[config.mk]
export PLATFORM = sky130hd
export DESIGN_NAME = rotate_shift_unit
export DESIGN_NICKNAME = d
export VERILOG_FILES = /design/src/rtl/rotate_pkg.sv /design/src/rtl/rotate_step.sv /design/src/rtl/rotate_shift_unit.sv
export SDC_FILE = /design/constraint.sdc
export NUM_CORES = 1
export LEC_CHECK = 0
export BUFFER_PORTS_ARGS = -buffer_cell sky130_fd_sc_hd__buf_4
export CAP_MARGIN = 20
export CORE_MARGIN = 2
export CORE_UTILIZATION = 50
export DETAILED_ROUTE_END_ITERATION = 16
export PLACE_DENSITY = 0.77
export SLEW_MARGIN = 10
export SYNTH_ARGS = -nofsm -noshare
export SYNTH_HDL_FRONTEND = slang
export SYNTH_SLANG_ARGS = --single-unit
export TNS_END_PERCENT = 5
[constraint.sdc]
create_clock -name clk -period 2.2 [get_ports clk]
set_input_delay 0.55 -clock clk [delete_from_list [all_inputs] [get_ports clk]]
set_output_delay 0.55 -clock clk [all_outputs]
set_load 0.005 [all_outputs]
[src/rtl/rotate_pkg.sv]
// Shared op codes, FSM state encoding and op classification for the rotate/shift unit.
package rotate_pkg;

    localparam logic [2:0] OP_LOAD = 3'b000;
    localparam logic [2:0] OP_ROL  = 3'b001;
    localparam logic [2:0] OP_ROR  = 3'b010;
    localparam logic [2:0] OP_SHL  = 3'b011;
    localparam logic [2:0] OP_SHR  = 3'b100;
    localparam logic [2:0] OP_SAR  = 3'b101;

    typedef enum logic [1:0] {
        S_IDLE = 2'd0,
        S_RUN  = 2'd1,
        S_DONE = 2'd2
    } state_t;

    // True for ops that actually move bits; LOAD and the reserved codes do not.
    function automatic logic op_moves(input logic [2:0] op);
        return (op == OP_ROL) || (op == OP_ROR) || (op == OP_SHL) ||
               (op == OP_SHR) || (op == OP_SAR);
    endfunction

endpackage

[src/rtl/rotate_step.sv]
// Combinational single-bit rotate/shift step; LOAD and reserved codes pass the value through.
module rotate_step
    import rotate_pkg::*;
#(
    parameter int WIDTH = 8
) (
    input  logic [WIDTH-1:0] q_in,
    input  logic [2:0]       op,
    output logic [WIDTH-1:0] q_out,
    output logic             carry_out
);

    always_comb begin
        q_out     = q_in;
        carry_out = 1'b0;
        case (op)
            OP_ROL: begin
                q_out     = {q_in[WIDTH-2:0], q_in[WIDTH-1]};
                carry_out = q_in[WIDTH-1];
            end
            OP_ROR: begin
                q_out     = {q_in[0], q_in[WIDTH-1:1]};
                carry_out = q_in[0];
            end
            OP_SHL: begin
                q_out     = {q_in[WIDTH-2:0], 1'b0};
                carry_out = q_in[WIDTH-1];
            end
            OP_SHR: begin
                q_out     = {1'b0, q_in[WIDTH-1:1]};
                carry_out = q_in[0];
            end
            OP_SAR: begin
                q_out     = {q_in[WIDTH-1], q_in[WIDTH-1:1]};
                carry_out = q_in[0];
            end
            default: ;
        endcase
    end

endmodule

[src/rtl/rotate_shift_unit.sv]
// Load/rotate/shift engine with start/busy/done handshake, one bit per clock.
// Define ROTATE_SHIFT_BARREL_EN to compute the whole result at the accepting edge instead.
module rotate_shift_unit
    import rotate_pkg::*;
#(
    parameter int WIDTH = 8,
    parameter int AMT_W = $clog2(WIDTH)
) (
    input  logic             clk,
    input  logic             rst,
    input  logic             start,
    input  logic [2:0]       op,
    input  logic [WIDTH-1:0] data,
    input  logic [AMT_W-1:0] amt,
    output logic [WIDTH-1:0] q,
    output logic             carry,
    output logic             busy,
    output logic             done
);

    state_t           state_q, state_d;
    logic [WIDTH-1:0] q_q, q_d;
    logic             carry_q, carry_d;
    logic [AMT_W-1:0] cnt_q, cnt_d;
    logic [2:0]       op_q, op_d;

    logic [WIDTH-1:0] step_q;
    logic             step_carry;

    rotate_step #(.WIDTH(WIDTH)) u_step (
        .q_in      (q_q),
        .op        (op_q),
        .q_out     (step_q),
        .carry_out (step_carry)
    );

`ifdef ROTATE_SHIFT_BARREL_EN
    // Stage k holds the operand after k steps; amt selects the final stage.
    logic [WIDTH-1:0] stage_val   [WIDTH];
    logic             stage_carry [WIDTH];
    logic [WIDTH-1:0] barrel_q;
    logic             barrel_carry;

    assign stage_val[0]   = data;
    assign stage_carry[0] = 1'b0;

    generate
        for (genvar gi = 0; gi < WIDTH - 1; gi++) begin : g_barrel
            rotate_step #(.WIDTH(WIDTH)) u_stage (
                .q_in      (stage_val[gi]),
                .op        (op),
                .q_out     (stage_val[gi+1]),
                .carry_out (stage_carry[gi+1])
            );
        end
    endgenerate

    always_comb begin
        barrel_q     = data;
        barrel_carry = 1'b0;
        for (int i = 0; i < WIDTH; i++) begin
            if (amt == AMT_W'(i)) begin
                barrel_q     = stage_val[i];
                barrel_carry = stage_carry[i];
            end
        end
    end
`endif

    always_comb begin
        state_d = state_q;
        q_d     = q_q;
        carry_d = carry_q;
        cnt_d   = cnt_q;
        op_d    = op_q;
        case (state_q)
            S_IDLE: begin
                if (start) begin
                    op_d  = op;
                    cnt_d = amt;
`ifdef ROTATE_SHIFT_BARREL_EN
                    q_d     = barrel_q;
                    carry_d = barrel_carry;
                    state_d = S_DONE;
`else
                    q_d     = data;
                    carry_d = 1'b0;
                    state_d = (op_moves(op) && (amt != '0)) ? S_RUN : S_DONE;
`endif
                end
            end
            S_RUN: begin
                q_d     = step_q;
                carry_d = step_carry;
                cnt_d   = cnt_q - AMT_W'(1);
                if (cnt_q == AMT_W'(1)) begin
                    state_d = S_DONE;
                end
            end
            S_DONE:  state_d = S_IDLE;
            default: state_d = S_IDLE;
        endcase
    end

    always_ff @(posedge clk) begin
        if (!rst) begin
            state_q <= S_IDLE;
            q_q     <= '0;
            carry_q <= 1'b0;
            cnt_q   <= '0;
            op_q    <= OP_LOAD;
        end else begin
            state_q <= state_d;
            q_q     <= q_d;
            carry_q <= carry_d;
            cnt_q   <= cnt_d;
            op_q    <= op_d;
        end
    end

    assign q     = q_q;
    assign carry = carry_q;
    assign busy  = (state_q != S_IDLE);
    assign done  = (state_q == S_DONE);

endmodule

## Yosys cells after proc, flatten, opt, wreduce, memory -nomap -nowiden

Cells that the tools add are included.

| word-level totals | value |
|---|---|
| input port bits | 17 |
| flip-flop bits (word level) | 17 |
| logic and storage cells | 53 |

| cells by class | value |
|---|---|
| reduce and logical (&&, ||, !) cells | 16 |
| add/sub/neg operators | 1 |
| eq/ne operators | 18 |
| mux-type cells | 12 |

Operator list:

| operator | count |
|---|---|
| $pmux W8 S5 | 1 |
| $pmux W8 S2 | 1 |
| $eq A3 B2 Y1 const B | 4 |
| $eq A3 B3 Y1 const B | 4 |
| $eq A3 B1 Y1 const B | 3 |
| $mux W8 | 1 |
| $mux W2 | 3 |
| $ne A2 B2 Y1 const B | 3 |
| $ne A6 B1 Y1 const B | 1 |
| $pmux W3 S2 | 1 |
| $reduce_and A2 Y1 | 3 |
| $ne A5 B1 Y1 const B | 1 |
| $logic_or A1 B1 Y1 | 4 |
| $pmux W1 S2 | 2 |
| $pmux W2 S2 | 1 |
| $reduce_and A4 Y1 | 1 |
| $reduce_bool A2 Y1 | 2 |
| $mux W3 | 1 |
| $reduce_and A3 Y1 | 1 |
| $reduce_bool A3 Y1 | 1 |
| $reduce_or A3 Y1 | 1 |
| $sub A3 B1 Y3 const B | 1 |
| $eq A2 B1 Y1 const B | 1 |
| $eq A2 B2 Y1 const B | 1 |
| 4 further kinds | 4 |

## Longest topological paths before layout

| logic depth | value |
|---|---|
| word-level depth | 9 |
| depth in mapped cells | 6 |
| mapped depth without buffers | 6 |

## Cells and area by module

A second synthesis with hierarchy kept.

| unflattened totals | value |
|---|---|
| cell total of the unflattened synthesis | 153 |
| area, all modules | 1134.8 um2 |

Modules (own cells, without submodules):

| module | area an instance (um2) | cells an instance | times used |
|---|---|---|---|
| rotate_shift_unit | 820.8 | 102 | 1 |
| rotate_step | 314.1 | 51 | 1 |

## Least setup slack after synthesis

Ideal clock, no wire load.

| path | value |
|---|---|
| path kind | flip-flop to flip-flop |
| from | reg op_q[2] |
| to | reg q_q[1] (netlist: q[1]) |
| library setup time | 148 ps |
| data arrival time | 1446 ps |
| cell stages (with the launch flop) | 6 |
| path buffers | 0 |
| slack | 606 ps |
| cells stage by stage | dfxtp_1 -> inv_1 -> ha_1 -> or4_1 -> nand2_1 -> o32ai_1 |

| on the way | value |
|---|---|
| longest elaborated chain between the ends | 3 |
| elaborated cells between the ends (all ways) | 9 |
| those cells by class | eq/ne: 6; mux: 2; reduce/logical: 1 |

Ends and longest elaborated chain:

| element | RTL line | RTL |
|---|---|---|
| from (decl) | rotate_shift_unit.sv:25 | `logic [2:0] op_q, op_d;` |
| from (signal assigned) | rotate_shift_unit.sv:117 | `op_q <= op_d;` |
| $eq A3 B3 Y1 (tied with other cells) | rotate_step.sv:16 | `case (op)` |
| $pmux W8 S5 or $ne A6 B1 Y1 (tied branches) | n/a |  |
| $pmux W8 S2 or $reduce_and A3 Y1 (tied branches) | n/a |  |
| to (signal assigned) | rotate_shift_unit.sv:114 | `q_q <= q_d;` |
| to (decl) | rotate_shift_unit.sv:22 | `logic [WIDTH-1:0] q_q, q_d;` |

Several ways; a longest one is shown, not always the timed one.
A chain may end at the register's enable or synchronous reset.

## Final worst setup path

| path | value |
|---|---|
| from | reg op_q[2] |
| to | reg q_q[2] (netlist: q[2]) |

The elaborated chain is that of the path after synthesis.

==> impl_metrics.ini <==
[timing]
tns_ns = 0
tightest_slew_ns = 0.7364
timing.final.crit_period_ns = 1.868
hold_viol_final = 0
slew_headroom_pct = 50.39
setup_violations = 0
fin_crit_sh_pct = 84.89
slew_viol_final = 0
fmax_ghz = 0.5354
rsz0062_at_grt = no
final.setup_skew_ns = 0.0004567

[clock_network]
root_buffer = clkbuf_4
cts_buffers = 3
clkTransAtPathRegs_ns = 0.10
clock_latency_ns = 0.29
tritoncts = done
post_cts_buffers = 0
h-tree-depth = 1
cts_resized = 0
clock_sinks = 17
hold_buffers = 0
clockBufferDepth = 2

[floorplanning]
num_rows = 16
coreArea_um2 = 1942
ioPinCount = 28
initial_core_util_pct = 52.26
dieArea_um2 = 2406
die_y_um = 49.05
fp.dieW_um = 49.05

[power]
cell_internal_pwr_mw = 0.5451
pwr-share-comb_pct = 31.9
power_frac_clock_pct = 20.8
p_sw_share_pct = 33.07
powerDensity_nw_per_um2 = 627.1
p_leak_nw = 0.5405
vdd_drop_max_v = 0.0003789
seqPwrFrac_pct = 47.3
p_switching_mw = 0.2694

[drt]
drt_iter0_markers = 32
wl_per_cell_um = 13.92
firstDrtPassIters = 4
drtAntennaViolNets = 0
vias = 1065
totalWireLength_mm = 2.590
avgViaCountPerCell = 5.726
drc = 0

[yosys]
synthFlopType = dfxtp_1
yosys-top-cells-count = nor2_1, dfxtp_1, inv_1, a21oi_1
synthMostInstantiatedCell = nor2_1
async_flop_share_pct = 0
synth_top_area_share_pct = 33.54
synth.distinct_cells = 35
synth_enable_flop_cells = 0
netlist_area_um2 = 1015
synth_top_cell_by_area = dfxtp_1
yosys_warnings = 0
syn_area_per_cell_um2 = 7.990
ys_ff_latch = 17
syn_nets = 148
syn_inst = 127
synthTopCellsByArea = dfxtp_1, nor2_1, inv_1
yosysSeqAreaShare_pct = 33.54

[worst_hold_path]
holdCritStartpoint = cnt_q[1]
hold_class = reg2reg

[critical_path]
cp_top_family = compound AO/OA/AOI/OAI gates
cp-start-kind = register
cp.arrival_ns = 2.07
critPathBufInv = 1
end_kind = register
worstSetupPathType = reg2reg
path_cells = inv_1 > ha_1 > nor4_1 > o21ai_0 > o32ai_1
crit_start = op_q[2]
crit_path_top_delay_cell = dfxtp_1
timing.rr.start = op_q[2]
crit_fanout = 8
slowest_delay_ns = 0.47
critical_path_required_ns = 2.40

[global_routing]
grt_antenna_before_repair = 0
grt_pass1_wl_mm = 4.347
grt_max_degree = 14
grt_pass1_vias = 967
grt_use_total_pct = 22.95
overflow = 0

[place]
placed_cells = 182
io_buffers = 27
dp_hpwl_mm = 2.019
gp_congestion = 0.8706

[run_status]
outcome = finished clean

[final_layout]
area_growth_pct = 27.99
final_cells = 186
drive_gt1_share_pct = 25.16
n_antenna_cell = 0
nets = 181

[flow_run]
max_cap_violations = 0
final timing paths:
check / to / slack, ns / cells after the start
worst min-delay path: cnt_q[1] / 0.46 / 2
worst min register to register: cnt_q[1] / 0.46 / 2
worst max register to register: q[2] / 0.33 / 5
worst max-delay path: q[2] / 0.33 / 5
power by group through the flow:
stage                     combinational (mW)  sequential (mW)  clock [mW]
after floorplan                        0.154            0.380           0
after CTS                              0.260            0.384       0.172
final                                  0.260            0.385       0.170
after detailed placement               0.259            0.391           0
after global placement                 0.250            0.389           0
after global routing                   0.288            0.392       0.188
layout make-up:
cell class,instances,area [um2]
Clock buffer,4,26.28
Fill cell,193,643.1
Inverter,15,56.30
Multi-Input combinational cell,91,601.8
Sequential cell,17,340.3
Tap cell,27,33.78
Timing Repair Buffer,32,240.2
registers in the layout, summed over array words and instances, names as in the netlist:
signal / cells
state_q: 2
cnt_q: 3
op_q: 3
q: 8
carry: 1
tightest hold or removal path, stage by stage, from the launching register on:
cell and delay [ns]:
dfxtp_1 0.32, nand2_1 0.05, a21oi_1 0.05
layout by cell type, fill, tap and decap left out, drive strengths merged:
| cell | count |
|---|---|
| or4 | 1 |
| a21oi | 10 |
| nand2b | 4 |
| o21bai | 2 |
| a21o | 1 |
| o32ai | 6 |
| a22oi | 1 |
| a32o | 1 |
| o21ai | 3 |
| o211ai | 3 |
| o22ai | 1 |
| mux2i | 1 |
| a32oi | 1 |
| nor4 | 1 |
| clkinv | 1 |
| nor2b | 4 |
| clkbuf | 4 |
| or3 | 2 |
| or2 | 1 |
| a211o | 1 |
| or3b | 1 |
| o31ai | 2 |
| buf | 32 |
| ha | 4 |
| nor3 | 2 |
| inv | 14 |
| a211oi | 3 |
| dfxtp | 17 |
| nand3 | 2 |
| nand2 | 5 |
| nor2 | 18 |
| nor3b | 3 |
| and4bb | 1 |
| a221oi | 6 |
kinds of logic (layout without fill, tap and decap cells):
kind of cell,after synthesis,after routing,synth area share [%]
AO/OA/AOI/OAI,41,41,30.21
adder cells (fa/ha/maj),4,4,4.932
buffers and inverters,19,51,7.151
flip-flops,17,17,33.54
multiplexers,1,1,0.9865
AND/OR/NAND/NOR,45,45,23.18
per-layer routing:
layer | vias up | routed length (um) | track usage, %
met3 | 2 | 124 | 2.761
met1 | 505 | 1166 | 31.80
li1 | 526 | - | -
met5 | - | 0 | 0
met2 | 32 | 1280 | 37.90
met4 | 0 | 18 | 5.714
stage by stage:
| step | instance area [um2] | hold slack (ns) | setup slack (ns) | power [mW] | util [%] |
|---|---|---|---|---|---|
| floorplan | 1015 | 0.4319 | 0.6060 | 0.5338 | - |
| global placement | 1272 | 0.4393 | 0.4741 | 0.6386 | 65.53 |
| detailed placement | 1272 | 0.4447 | 0.3935 | 0.6503 | 65.53 |
| CTS | 1299 | 0.4587 | 0.3493 | 0.8166 | 66.88 |
| global route | 1299 | 0.4729 | 0.1785 | 0.8677 | 66.88 |
| finish | 1299 | 0.4561 | 0.3324 | 0.8145 | 66.88 |
(Power assumes the default switching activity.)
